File: src/rtl/seg_display_arbiter.sv
// seg_display_arbiter: shares one segDisplay between NREQ requesters.
// Generates the digit-scan strobe and resync pulse, latches requester data
// only on frame boundaries and rotates requesters round-robin after a dwell.
// Optional feature macro: SEGARB_PRIORITY_EN adds req_urgent[NREQ], which
// preempts round-robin and dwell at the next frame boundary.
module seg_display_arbiter #(
  parameter int SEGS         = 4,
  parameter int NREQ         = 3,
  parameter int SCAN_DIV     = 50000,
  parameter int DWELL_FRAMES = 500
) (
  input  logic                                 clk,
  input  logic                                 reset_n,
  input  logic                                 enable,
  input  logic [NREQ-1:0]                      req_valid,
  input  logic [NREQ*4*SEGS-1:0]               req_data,
  input  logic [NREQ*($clog2(SEGS)+1)-1:0]     req_dp_loc,
  input  logic [NREQ-1:0]                      req_dp_en,
`ifdef SEGARB_PRIORITY_EN
  input  logic [NREQ-1:0]                      req_urgent,
`endif
  output logic [NREQ-1:0]                      req_ack,
  output logic                                 seg_update_strobe,
  output logic                                 seg_reset,
  output logic [4*SEGS-1:0]                    datain,
  output logic [$clog2(SEGS):0]                decimal_place_location,
  output logic                                 show_decimal_place,
  output logic [$clog2(NREQ)-1:0]              active_src,
  output logic                                 active_valid
);

  localparam int DW = 4 * SEGS;
  localparam int LW = $clog2(SEGS) + 1;
  localparam int SW = $clog2(NREQ);
  localparam int PW = $clog2(SCAN_DIV);
  localparam int GW = (SEGS > 1) ? $clog2(SEGS) : 1;
  localparam int CW = $clog2(DWELL_FRAMES + 1);

  localparam logic [PW-1:0] PRESC_LAST = PW'(SCAN_DIV - 1);
  localparam logic [GW-1:0] DIGIT_LAST = GW'(SEGS - 1);
  localparam logic [CW-1:0] DWELL_END  = CW'(DWELL_FRAMES);

  typedef enum logic [1:0] {ST_IDLE, ST_LOAD, ST_SCAN} state_t;

  state_t          state_q, state_d;
  logic [PW-1:0]   presc_q, presc_d;
  logic [GW-1:0]   digit_q, digit_d;
  logic            strobe_q, strobe_d;
  logic            seg_reset_q, seg_reset_d;
  logic            resync_q, resync_d;
  logic [CW-1:0]   dwell_q, dwell_d;
  logic [SW-1:0]   sel_q, sel_d;
  logic [SW-1:0]   active_src_q, active_src_d;
  logic            active_valid_q, active_valid_d;
  logic [DW-1:0]   datain_q, datain_d;
  logic [LW-1:0]   dp_loc_q, dp_loc_d;
  logic            dp_en_q, dp_en_d;
  logic [NREQ-1:0] ack_q, ack_d;

  logic [DW-1:0]   data_arr [NREQ];
  logic [LW-1:0]   loc_arr  [NREQ];
  logic [NREQ-1:0] urgent_v;
  logic            frame_end;
  logic [SW:0]     rr_next;
  logic [SW-1:0]   low_valid;
  logic [SW-1:0]   low_urgent;
  logic [CW-1:0]   dwell_inc;

  for (genvar g = 0; g < NREQ; g++) begin : g_unpack
    assign data_arr[g] = req_data[g*DW +: DW];
    assign loc_arr[g]  = req_dp_loc[g*LW +: LW];
  end

`ifdef SEGARB_PRIORITY_EN
  assign urgent_v = req_urgent & req_valid;
`else
  assign urgent_v = '0;
`endif

  function automatic logic [SW-1:0] lowest_idx(input logic [NREQ-1:0] v);
    lowest_idx = '0;
    for (int i = NREQ - 1; i >= 0; i--) begin
      if (v[i]) lowest_idx = SW'(i);
    end
  endfunction

  // Search starts after 'from' and wraps; 'from' itself is the last candidate.
  function automatic logic [SW:0] rr_pick(input logic [NREQ-1:0] v,
                                          input logic [SW-1:0] from);
    int idx;
    rr_pick = '0;
    for (int k = NREQ; k >= 1; k--) begin
      idx = (int'(from) + k) % NREQ;
      if (v[idx]) rr_pick = {1'b1, SW'(idx)};
    end
  endfunction

  assign frame_end  = strobe_q && (digit_q == DIGIT_LAST);
  assign rr_next    = rr_pick(req_valid, active_src_q);
  assign low_valid  = lowest_idx(req_valid);
  assign low_urgent = lowest_idx(urgent_v);
  assign dwell_inc  = dwell_q + CW'(1);

  // Prescaler, strobe/resync generation and digit tracking; the digit follows
  // every emitted strobe even if enable drops, so it stays in step with segDisplay.
  always_comb begin
    presc_d     = presc_q;
    strobe_d    = 1'b0;
    seg_reset_d = 1'b0;
    resync_d    = resync_q;
    digit_d     = digit_q;
    if (enable) begin
      if (presc_q == PRESC_LAST) begin
        presc_d     = '0;
        strobe_d    = 1'b1;
        seg_reset_d = resync_q || (digit_q == DIGIT_LAST);
        resync_d    = 1'b0;
      end else begin
        presc_d = presc_q + PW'(1);
      end
    end
    if (strobe_q) begin
      if (seg_reset_q || (digit_q == DIGIT_LAST)) digit_d = '0;
      else                                        digit_d = digit_q + GW'(1);
    end
  end

  // Arbitration FSM: picks, loads and refreshes the displayed requester.
  always_comb begin
    state_d        = state_q;
    sel_d          = sel_q;
    active_src_d   = active_src_q;
    active_valid_d = active_valid_q;
    datain_d       = datain_q;
    dp_loc_d       = dp_loc_q;
    dp_en_d        = dp_en_q;
    dwell_d        = dwell_q;
    ack_d          = '0;
    case (state_q)
      ST_IDLE: begin
        if (|req_valid) begin
          sel_d   = (|urgent_v) ? low_urgent : low_valid;
          state_d = ST_LOAD;
        end
      end
      ST_LOAD: begin
        datain_d       = data_arr[sel_q];
        dp_loc_d       = loc_arr[sel_q];
        dp_en_d        = req_dp_en[sel_q];
        ack_d[sel_q]   = 1'b1;
        active_src_d   = sel_q;
        active_valid_d = 1'b1;
        dwell_d        = '0;
        state_d        = ST_SCAN;
      end
      ST_SCAN: begin
        if (frame_end) begin
          if (|urgent_v) begin
            sel_d   = low_urgent;
            state_d = ST_LOAD;
          end else if (!req_valid[active_src_q]) begin
            if (rr_next[SW]) begin
              sel_d   = rr_next[SW-1:0];
              state_d = ST_LOAD;
            end else begin
              datain_d       = '0;
              dp_loc_d       = '0;
              dp_en_d        = 1'b0;
              active_src_d   = '0;
              active_valid_d = 1'b0;
              dwell_d        = '0;
              state_d        = ST_IDLE;
            end
          end else if (dwell_inc == DWELL_END) begin
            sel_d   = rr_next[SW-1:0];
            state_d = ST_LOAD;
          end else begin
            datain_d            = data_arr[active_src_q];
            dp_loc_d            = loc_arr[active_src_q];
            dp_en_d             = req_dp_en[active_src_q];
            ack_d[active_src_q] = 1'b1;
            dwell_d             = dwell_inc;
          end
        end
      end
      default: state_d = ST_IDLE;
    endcase
  end

  // State and output registers; reset forces a resync on the next strobe.
  always_ff @(posedge clk or negedge reset_n) begin
    if (!reset_n) begin
      state_q        <= ST_IDLE;
      presc_q        <= '0;
      digit_q        <= '0;
      strobe_q       <= 1'b0;
      seg_reset_q    <= 1'b0;
      resync_q       <= 1'b1;
      dwell_q        <= '0;
      sel_q          <= '0;
      active_src_q   <= '0;
      active_valid_q <= 1'b0;
      datain_q       <= '0;
      dp_loc_q       <= '0;
      dp_en_q        <= 1'b0;
      ack_q          <= '0;
    end else begin
      state_q        <= state_d;
      presc_q        <= presc_d;
      digit_q        <= digit_d;
      strobe_q       <= strobe_d;
      seg_reset_q    <= seg_reset_d;
      resync_q       <= resync_d;
      dwell_q        <= dwell_d;
      sel_q          <= sel_d;
      active_src_q   <= active_src_d;
      active_valid_q <= active_valid_d;
      datain_q       <= datain_d;
      dp_loc_q       <= dp_loc_d;
      dp_en_q        <= dp_en_d;
      ack_q          <= ack_d;
    end
  end

  assign req_ack                = ack_q;
  assign seg_update_strobe      = strobe_q;
  assign seg_reset              = seg_reset_q;
  assign datain                 = datain_q;
  assign decimal_place_location = dp_loc_q;
  assign show_decimal_place     = dp_en_q;
  assign active_src             = active_src_q;
  assign active_valid           = active_valid_q;

endmodule

File: config.mk
export PLATFORM = sky130hd
export DESIGN_NAME = seg_display_arbiter
export DESIGN_NICKNAME = d
export VERILOG_FILES = /design/src/rtl/seg_display_arbiter.sv
export SDC_FILE = /design/constraint.sdc
export NUM_CORES = 1
export LEC_CHECK = 0
export ABC_AREA = 1
export BUFFER_PORTS_ARGS = -buffer_cell sky130_fd_sc_hd__buf_2
export CAP_MARGIN = 20
export CORE_UTILIZATION = 25
export CTS_CLUSTER_DIAMETER = 50
export DETAILED_ROUTE_END_ITERATION = 8
export PLACE_DENSITY = 0.4
export SLEW_MARGIN = 10
export SYNTH_ARGS = -nofsm -noshare
export SYNTH_HDL_FRONTEND = slang
export SYNTH_SLANG_ARGS = --single-unit
File: constraint.sdc
create_clock -name clk -period 3.25 [get_ports clk]
set_input_delay 0.1625 -clock clk [delete_from_list [all_inputs] [get_ports clk]]
set_output_delay 0.1625 -clock clk [all_outputs]
set_load 0.02 [all_outputs]
==> results.toml <==
[synth]
yosysWarningCount = 0
synth.area.top_cells = "dfrtp_1 35%, nand2_1 16%, inv_1 7.1%, a21oi_1 6.2%, nand3_1 4.7%"
synthDominantCellAreaShare_pct = 35.3
synth_nets = 693
synth_area_leader_cell = "dfrtp_1"
async_flop_share_pct = 100
ys_ff_latch = 60
ys_types = 32
yosysSeqAreaShare_pct = 35.9
synth-edff-count = 0
postSynthAreaPerCell_um2 = 6.78
yosysMostFrequentCell = "nand2_1"
yosys_most_used_dff = "dfrtp_1"
synthCells = 617
synthTopCellsByCount = "182 x nand2_1, 79 x inv_1, 59 x dfrtp_1, 52 x a21oi_1, 42 x nor2_1"
synthesis.area_mm2 = 0.00418

[global_route]
grt_pass1_vias = 4369
overflow = 0
antenna_found_initial = 0
grt_max_degree = 34
grt_pass1_wl_um = 22200
grt_use_total_pct = 16.2

[route]
drtIter0Drc = 229
wl_um = 13500
via_count = 4381
drc = 0
vias_per_cell = 4.74
wl_per_cell_um = 14.7
highest_layer = "met4"
met1_length_um = 6320
dr.pass1.iters = 5
wl_met3_um = 493
drtAntennaViolNets = 0
met2_length_um = 6480

[run]
maxCapViolCount = 0

[timing]
timing.fmax_ghz = 0.357
slew_headroom_pct = 44.4
finalCriticalPeriod_ns = 2.80
worst_slew_pin_slew_ns = 0.833
clock_skew_ns = 0.0105
setup_tns_ns = 0
setup_viol = 0
fin_crit_sh_pct = 86.1
drv_slew = 0
rsz0062_at_grt = "false"
finalHoldViolations = 0

[clock_tree]
clkTransAtPathRegs_ns = 0.06
clkLatencyLatePin_ns = 0.34
cts_resized = 0
cts_buffer_depth = 2
numClockSinks = 60
cts_tree = "done"
cts_root_buf = "clkbuf_16"
cts_buffers = 9
h-tree-depth = 3

[layout]
drive_gt1_share_pct = 19.1
num_antenna_cells = 0
final_core_util_pct = 31.8
syn_to_final_growth_pct = 22.7
fin_nets = 780
nFillCells = 1813
final_cells = 924

[pwr]
total_power_mw = 2.01
powerDensity_mw_per_mm2 = 392
max-vdd-ir-drop_mv = 0.262
leakagePower_nw = 2.69

[worst_setup_path]
r2r.worst_path.cells = 12
critPathKind = "reg2reg"
cp-start-kind = "flop"
critPathLaunch = "active_src[1]"
path_max_fanout = 29
cp.arrival_ns = 3.01
endpoint_kind = "flop"
crit_required_ns = 3.46
r2r-start = "active_src[1]"

[floorplanning]
die_area_mm2 = 0.0172
die_w_um = 131
row_count = 46
core_mm2 = 0.0161
chipHeight_um = 131
start_util_pct = 25.9
ios = 94

[placement]
post-dp-hpwl_um = 10100
io_buffers = 93
dp.cells = 908
place_congestion = 0.778

[min_path]
hp-start = "enable"
min_path_cells = 3
hold_path.class = "in2reg"

[outcome]
status = "complete, no violations"
[registers in the layout, summed over array words and instances (netlist names), 3 cells and up]
name	flops
datain	16
decimal_place_location	3
dwell_q	9
presc_q	16
req_ack	3
[critical path, stage by stage, from the launching register on]
cell	delay [ns]
dfrtp_1	0.48
inv_1	0.22
ha_1	0.40
inv_1	0.11
nand2_1	0.06
nand3_1	0.10
nand2_1	0.07
nor2_1	0.17
nand2_1	0.10
nand3_2	0.10
nand3_2	0.54
nand2_1	0.23
nand2_1	0.07
[cells in the final DEF (no fill, tap or decap), types with 3 or more instances in the layout]
cell type	Yosys	final
nand2_2	4	4
nor2_4	4	4
buf_4	0	6
a21oi_1	52	52
o22ai_1	18	18
ha_1	10	10
nand2_1	182	182
o21ai_0	31	31
nor2_2	4	4
nand3_1	39	39
buf_2	7	93
o21ai_1	5	5
a22oi_1	20	20
nor2_1	42	42
nor3_1	8	8
nand4_1	7	7
a31oi_1	3	3
inv_2	5	5
inv_1	79	79
dfrtp_1	59	59
clkbuf_16	0	9
xor2_1	7	7
[path summary, 6_finish.rpt]
check	to	slack, ns
worst max-delay path	datain[4]	0.45
worst min-delay path	presc_q[1]	0.20
worst max register to register	datain[4]	0.45
worst min register to register	resync_q	0.45
max in group asynchronous	presc_q[8]	2.14
min in group asynchronous	datain[2]	0.33
[what timing repair did]
item / in CTS / in global routing
setup buffers: 0 / 0
hold buffers: 1 / 0
endpoints found under the hold margin: 16 / 0
[through the flow]
step,setup slack [ns],instance area (um^2),hold slack (ns)
floorplan,0.709,4180,-0.133
global placement,0.592,4830,0.438
detailed placement,0.496,4850,0.152
CTS,0.496,5130,0.193
global route,0.0591,5130,0.207
finish,0.451,5130,0.197
[power by group]
group	leakage (nW)	switching, mW	internal, mW
logic	1.77	0.166	0.109
registers	0.785	0.0489	0.805
clock network	0.135	0.333	0.551
[cells by family after synthesis]
logic type / count (synthesis) / share of synthesized area, %
buf+inv: 110 / 10.8
simple gates: 297 / 30.7
fa+ha+maj: 10 / 2.99
flops: 60 / 35.9
compound gates: 133 / 18.0
xor+xnor: 7 / 1.47
[metal layers]
metal	vias to the layer above	global-route usage [%]
li1	2189	-
met1	2063	20.3
met2	111	27.6
met3	18	3.28
met4	0	5.68
met5	-	0
[final cells by class]
class                   instances  area (um^2)  area share (%)
clock inverters                 2         10.0           0.195
clock buffers                  13          260            5.07
multi-input cells             447         2230            43.4
inverters                      85          319            6.22
well taps                     216          270            5.27
flip-flops and latches         60         1500            29.3
repair buffers                101          541            10.5
(Power assumes the default switching activity.)
